==> src/rtl/led_blink_arbiter_pkg.sv <==
// ============================================================================
// Module   : led_blink_arbiter_pkg
// Purpose  : Shared state encoding and field widths for the LED blink arbiter.
// Revision : 1.0 - initial release
// ============================================================================
`default_nettype none

package led_blink_arbiter_pkg;

    localparam logic [1:0] ST_IDLE = 2'd0;
    localparam logic [1:0] ST_ON   = 2'd1;
    localparam logic [1:0] ST_OFF  = 2'd2;
    localparam logic [1:0] ST_GAP  = 2'd3;

    localparam int GAP_TICKS = 2;
    localparam int COUNT_W   = 4;
    localparam int LEN_W     = 3;

endpackage

`default_nettype wire

==> src/rtl/led_blink_arbiter_tick.sv <==
// ============================================================================
// Module   : led_tick_gen
// Purpose  : Free-running prescaler emitting a one-cycle tick every TICK_DIV
//            clocks; clr restarts the count so a phase begins on a boundary.
// Revision : 1.0 - initial release
// ============================================================================
`default_nettype none

module led_tick_gen #(
    parameter int TICK_DIV = 600000
) (
    input  logic clk,
    input  logic resetn,
    input  logic clr,
    output logic tick
);

    localparam int              CNT_W  = (TICK_DIV > 1) ? $clog2(TICK_DIV) : 1;
    localparam logic [CNT_W-1:0] C_LAST = CNT_W'(TICK_DIV - 1);

    logic [CNT_W-1:0] cnt_q;
    logic [CNT_W-1:0] cnt_d;

    assign tick = (cnt_q == C_LAST);

    always_comb begin
        cnt_d = cnt_q + 1'b1;
        if (clr || tick) begin
            cnt_d = '0;
        end
    end

    always_ff @(posedge clk or negedge resetn) begin
        if (!resetn) begin
            cnt_q <= '0;
        end else begin
            cnt_q <= cnt_d;
        end
    end

endmodule

`default_nettype wire

==> src/rtl/led_blink_arbiter.sv <==
// ============================================================================
// Module   : led_blink_arbiter
// Purpose  : Round-robin arbiter granting one requester at a time the LED for
//            a blink sequence (ON/OFF pairs) followed by a fixed dark gap.
// Revision : 1.0 - initial release
// ============================================================================
`default_nettype none

module led_blink_arbiter
    import led_blink_arbiter_pkg::*;
#(
    parameter int TICK_DIV = 600000,
    parameter int NUM_REQ  = 3
) (
    input  logic                         clk,
    input  logic                         resetn,
    input  logic [NUM_REQ-1:0]           req,
    input  logic [COUNT_W*NUM_REQ-1:0]   blink_count,
    input  logic [LEN_W*NUM_REQ-1:0]     blink_len,
    output logic [NUM_REQ-1:0]           gnt,
    output logic [NUM_REQ-1:0]           done,
    output logic                         busy,
    output logic                         led
);

    localparam int PTR_W = $clog2(NUM_REQ);

    logic [1:0]         state_q, state_d;
    logic [PTR_W-1:0]   win_q,   win_d;
    logic [PTR_W-1:0]   ptr_q,   ptr_d;
    logic [COUNT_W-1:0] cnt_q,   cnt_d;
    logic [LEN_W-1:0]   len_q,   len_d;
    logic [LEN_W-1:0]   phase_q, phase_d;
    logic               abort_q, abort_d;

    logic               clr;
    logic               tick;
    logic               pick_found;
    logic [PTR_W-1:0]   pick_idx;
    logic [COUNT_W-1:0] pick_cnt;
    logic [LEN_W-1:0]   pick_len;
    logic [LEN_W-1:0]   phase_len;
    logic               phase_end;

    led_tick_gen #(
        .TICK_DIV (TICK_DIV)
    ) u_tick (
        .clk    (clk),
        .resetn (resetn),
        .clr    (clr),
        .tick   (tick)
    );

    // Descending scan so the lowest offset from ptr is the last (winning) write.
    always_comb begin : p_pick
        int unsigned k;
        k          = 0;
        pick_found = 1'b0;
        pick_idx   = '0;
        for (int i = NUM_REQ - 1; i >= 0; i--) begin
            k = int'(ptr_q) + i;
            if (k >= NUM_REQ) begin
                k = k - NUM_REQ;
            end
            if (req[k]) begin
                pick_found = 1'b1;
                pick_idx   = PTR_W'(k);
            end
        end
    end

    always_comb begin
        pick_cnt = blink_count[int'(pick_idx)*COUNT_W +: COUNT_W];
        pick_len = blink_len[int'(pick_idx)*LEN_W +: LEN_W];
        if (pick_cnt == '0) pick_cnt = COUNT_W'(1);
        if (pick_len == '0) pick_len = LEN_W'(1);
    end

    assign phase_len = (state_q == ST_GAP) ? LEN_W'(GAP_TICKS) : len_q;
    assign phase_end = tick && (phase_q == (phase_len - LEN_W'(1)));

    always_comb begin
        state_d = state_q;
        win_d   = win_q;
        ptr_d   = ptr_q;
        cnt_d   = cnt_q;
        len_d   = len_q;
        abort_d = abort_q;
        phase_d = tick ? (phase_q + LEN_W'(1)) : phase_q;
        clr     = 1'b0;

        case (state_q)
            ST_IDLE: begin
                if (pick_found) begin
                    state_d = ST_ON;
                    win_d   = pick_idx;
                    cnt_d   = pick_cnt;
                    len_d   = pick_len;
                    abort_d = 1'b0;
                end
            end
            ST_ON, ST_OFF: begin
                if (!req[win_q]) begin
                    state_d = ST_GAP;
                    abort_d = 1'b1;
                end else if (phase_end) begin
                    if (state_q == ST_ON) begin
                        state_d = ST_OFF;
                    end else if (cnt_q == COUNT_W'(1)) begin
                        state_d = ST_GAP;
                    end else begin
                        state_d = ST_ON;
                        cnt_d   = cnt_q - COUNT_W'(1);
                    end
                end
            end
            ST_GAP: begin
                if (phase_end) begin
                    state_d = ST_IDLE;
                    ptr_d   = (win_q == PTR_W'(NUM_REQ - 1)) ? '0 : (win_q + PTR_W'(1));
                end
            end
            default: state_d = ST_IDLE;
        endcase

        // Every state entry restarts both the prescaler and the phase tick count.
        if (state_d != state_q) begin
            clr     = 1'b1;
            phase_d = '0;
        end
    end

    always_ff @(posedge clk or negedge resetn) begin
        if (!resetn) begin
            state_q <= ST_IDLE;
            win_q   <= '0;
            ptr_q   <= '0;
            cnt_q   <= '0;
            len_q   <= '0;
            phase_q <= '0;
            abort_q <= 1'b0;
        end else begin
            state_q <= state_d;
            win_q   <= win_d;
            ptr_q   <= ptr_d;
            cnt_q   <= cnt_d;
            len_q   <= len_d;
            phase_q <= phase_d;
            abort_q <= abort_d;
        end
    end

    assign busy = (state_q != ST_IDLE);
    assign led  = (state_q == ST_ON);
    assign gnt  = busy ? (NUM_REQ'(1) << win_q) : '0;
    assign done = (state_q == ST_GAP && phase_end && !abort_q) ? gnt : '0;

endmodule

`default_nettype wire

==> config.mk <==
export PLATFORM = sky130hd
export DESIGN_NAME = led_blink_arbiter
export DESIGN_NICKNAME = d
export VERILOG_FILES = /design/src/rtl/led_blink_arbiter_pkg.sv /design/src/rtl/led_blink_arbiter_tick.sv /design/src/rtl/led_blink_arbiter.sv
export SDC_FILE = /design/constraint.sdc
export NUM_CORES = 1
export LEC_CHECK = 0
export ABC_AREA = 0
export CORE_MARGIN = 2
export CORE_UTILIZATION = 60
export DETAILED_ROUTE_END_ITERATION = 10
export MAX_ROUTING_LAYER = met4
export PLACE_DENSITY = 0.89
export SYNTH_ARGS = -nofsm -noshare
export SYNTH_HDL_FRONTEND = slang
export SYNTH_HIERARCHICAL = 1
export SYNTH_SLANG_ARGS = --single-unit
==> constraint.sdc <==
create_clock -name clk -period 8.5 [get_ports clk]
set_input_delay 1.275 -clock clk [delete_from_list [all_inputs] [get_ports clk]]
set_output_delay 1.275 -clock clk [all_outputs]
set_load 0.01 [all_outputs]
==> summary.md <==
| Metric | Value |
|---|---|
| Vias in the first global route | `around 2300` |
| Mean Syn Cell Area | `8.72 sq um` |
| Routed WL | `~6.0 mm` |
| RSZ-0062 raised after global routing | `no` |
| Post-DRT Antenna Nets | `0` |
| Fill cells | `325` |
| Number of flops mapped to enable cells by yosys | `0` |
| DR iter-0 viols | `roughly 140` |
| Io pins | `34` |
| Max-cap violations | `0` |
| Worst Setup Path Type | `reg2out` |
| Final net count | `369` |
| Tmin final | `5.07 ns` |
| Switching power | `0.357 mW` |
| Internal power | `0.462 mW` |
| Post-Synthesis Cells | `300` |
| GP Congestion | `0.913` |
| VDD IR max | `0.189 mV` |
| Finished Cell Area | `3060 sq um` |
| Reg2Reg Depth | `11` |
| Setup Skew | `roughly 0.0042 ns` |
| Port Buffers | `33` |
| Sw Share | `0.436` |
| Multi-input gate area | `1590 sq um` |
| Placed cell area | `2970 sq um` |
| First-pass GRT wire length | `10.4 mm` |
| CP Launch Type | `flop` |
| CP Cell Sequence | `nand4_2 -> or4_4 -> nor4_1 -> nand2_1 -> nor3_1 -> nand2_1 -> nor4_1 -> clkdlybuf4s50_1` |
| CORE AREA | `4260 sq um` |
| Clock sink total | `37` |
| Synth area leader | `dfrtp_1` |
| Unique masters post-synth | `65` |
| Count of pins over their slew limit | `0` |
| Synthesized Nets | `336` |
| Most used DFF post-synth | `dfrtp_1` |
| Min Hold Slack | `approximately 0.46 ns` |
| Pleak | `1.19 nW` |
| Max-slew headroom | `0.340` |
| Max Clk Rate | `0.197 GHz` |
| Pre-antenna DRT Iters | `4` |
| Ys async rst share | `1.00` |
| Die H | `70.0 um` |
| Initial antenna violation count | `0` |
| Reg area | `~900 sq um` |
| Critical Path Sink Type | `output pin` |
| Setup TNS | `0 ns` |
| Crit-path max cell delay | `0.80 ns` |
| Worst-Margin Slew | `0.986 ns` |
| TritonCTS clock tree | `yes` |
| H-tree Lvls | `2` |
| Final Hold Viols | `0` |
| Initial Util | `0.614` |
| Fin crit share | `0.596` |
| Diodes inserted | `0` |
| Clk buf depth | `2` |
| Reg-to-reg setup timing slack | `4.34 ns` |
| DRC | `0` |
| Sequential power share | `0.299` |
| Clock power share | `0.152` |
| Grt ovf | `0` |
| Die area | `between 4000 and 5000 sq um` |
| Post-CTS Setup Inserts | `0` |
| Min-Delay Path Class | `reg2reg` |
| Wire per inst | `about 16 um` |
| Share of the synthesized area in the top cell type | `0.354` |
| Final setup fails | `0` |
| Status | `completed` |
| Worst setup path start | `u_tick/cnt_q[8]` |
| Die Width | `70.0 um` |
| Top post-synthesis cells by area | `dfrtp_1 (35%), nor2_1 (5.5%), ha_1 (4.8%)` |
| Seq cells post-synth | `37` |
| Hold buffers post-CTS | `0` |
| Post-synthesis cell area | `about 2600 sq um` |
| Clock root cell | `clkbuf_8` |
| Worst EP required | `7.22 ns` |
| Clk_lat worst skew | `0.29 ns` |
| Share of cells above drive strength 1 | `0.0811` |
| CP endpoint | `done[1]` |
| Cts repair resizes | `0` |
| Ys Warns | `6` |
| Clock transition at the registers of the reported paths | `0.07 ns` |
| CP arrival | `3.79 ns` |
| Vias | `roughly 2400` |
| Worst setup slack after layout | `3.43 ns` |
| Combinational fraction of design power | `0.548` |
| Crit-path max FO | `7` |
| CTS Buf Count | `5` |
| Pre-CTS setup slack | `3.80 ns` |
| GRT Util Overall | `0.269` |
| Pwr Density | `around 270 nW/um^2` |
| DP HPWL | `4.47 mm` |
| Power Total | `0.819 mW` |
| CP max stage cell | `nor4_1` |
| Reg2reg start | `u_tick/cnt_q[8]` |
| Largest net degree at the start of global routing | `38` |
| Vias per Instance | `approximately 6.1` |
| Synthesis-to-layout area growth | `17.0%` |
| R2r endpoint | `u_tick/cnt_q[14]` |
| Register area share after synthesis | `0.354` |
| Row cnt | `24` |
## placed cells by master, fill, tap and decap left out, drive strengths merged, types with 10 or more instances in the layout
cell	count
ha	10
nor2	38
xnor2	14
clkdlybuf4s50	32
dfrtp	37
o21ai	16
inv	18
nand2	28
nor3	10
## state kept, by name (all words and copies together) (netlist names)
signal        cells
phase_q           3
cnt_q             4
len_q             3
u_tick/cnt_q     20
win_q             2
ptr_q             2
state_q           2
abort_q           1
## worst min-delay path by stage
stage                                from               to  slack [ns]  depth (start not counted)
final                     u_tick/cnt_q[0]  u_tick/cnt_q[0]        0.46                          1
after global routing      u_tick/cnt_q[0]  u_tick/cnt_q[0]        0.49                          1
after CTS                 u_tick/cnt_q[0]  u_tick/cnt_q[0]        0.47                          1
after detailed placement  u_tick/cnt_q[0]  u_tick/cnt_q[0]        0.46                          1
after global placement    u_tick/cnt_q[0]  u_tick/cnt_q[0]        0.44                          1
after floorplan           u_tick/cnt_q[0]  u_tick/cnt_q[0]        0.43                          1
## cell usage after synthesis (all sizes together) (4+ instances only)
master	instances
nor2	38
nand4	8
nor3	10
nand2b	5
a211oi	5
ha	10
dfrtp	37
nor3b	4
xnor2	14
or3	9
a2bb2oi	4
and2	4
nand3	9
nor4	7
o21ai	16
a21oi	9
o31ai	7
clkbuf	4
nand2	28
inv	18
xor2	6
## power by group through the flow
stage / sequential [mW] / clock, mW / combinational [mW]
after floorplan: 0.239 / 0 / 0.343
after global placement: 0.245 / 0 / 0.433
after detailed placement: 0.247 / 0 / 0.442
after CTS: 0.244 / 0.127 / 0.445
after global routing: 0.250 / 0.135 / 0.498
final: 0.245 / 0.125 / 0.449
## stage by stage
step	utilization	std cells
floorplan	-	300
global placement	0.697	378
detailed placement	0.697	378
CTS	0.718	385
global route	0.718	385
finish	0.718	385
## metal layers
layer  GRT usage  routed length [um]  vias up  part of all wire
met2       0.402                2800       65              0.47
met3      0.0476                 275       15             0.046
met5           -                   0        -                 0
li1            -                   -     1164                 -
met4       0.111                 168        0             0.028
met1       0.364                2730     1121              0.46
## critical path, delay by kind of cell (launching register included)
| family | cells | cell delay [ns] |
|---|---|---|
| buffers and inverters | 1 | 0.58 |
| flip-flops | 1 | 0.45 |
| AND/OR/NAND/NOR | 7 | 2.49 |
## layout make-up
class	count	share of cell area
repair buffers	33	0.106
inverters	18	0.0221
well taps	52	0.0213
flip-flops and latches	37	0.303
clock inverters	1	0.00245
clock buffers	6	0.0270
multi-input cells	238	0.518
## logic make-up after synthesis
logic type | Yosys count | share of synthesized area
xor gates and xnor gates | 20 | 0.0670
and+or+nand+nor | 136 | 0.275
muxes | 5 | 0.0220
DFF | 37 | 0.354
adders and majority gates | 10 | 0.0478
buffers and inverters | 25 | 0.0397
AOI/OAI and AO/OA | 67 | 0.195
No activity file was read; power rests on OpenSTA's default activity.
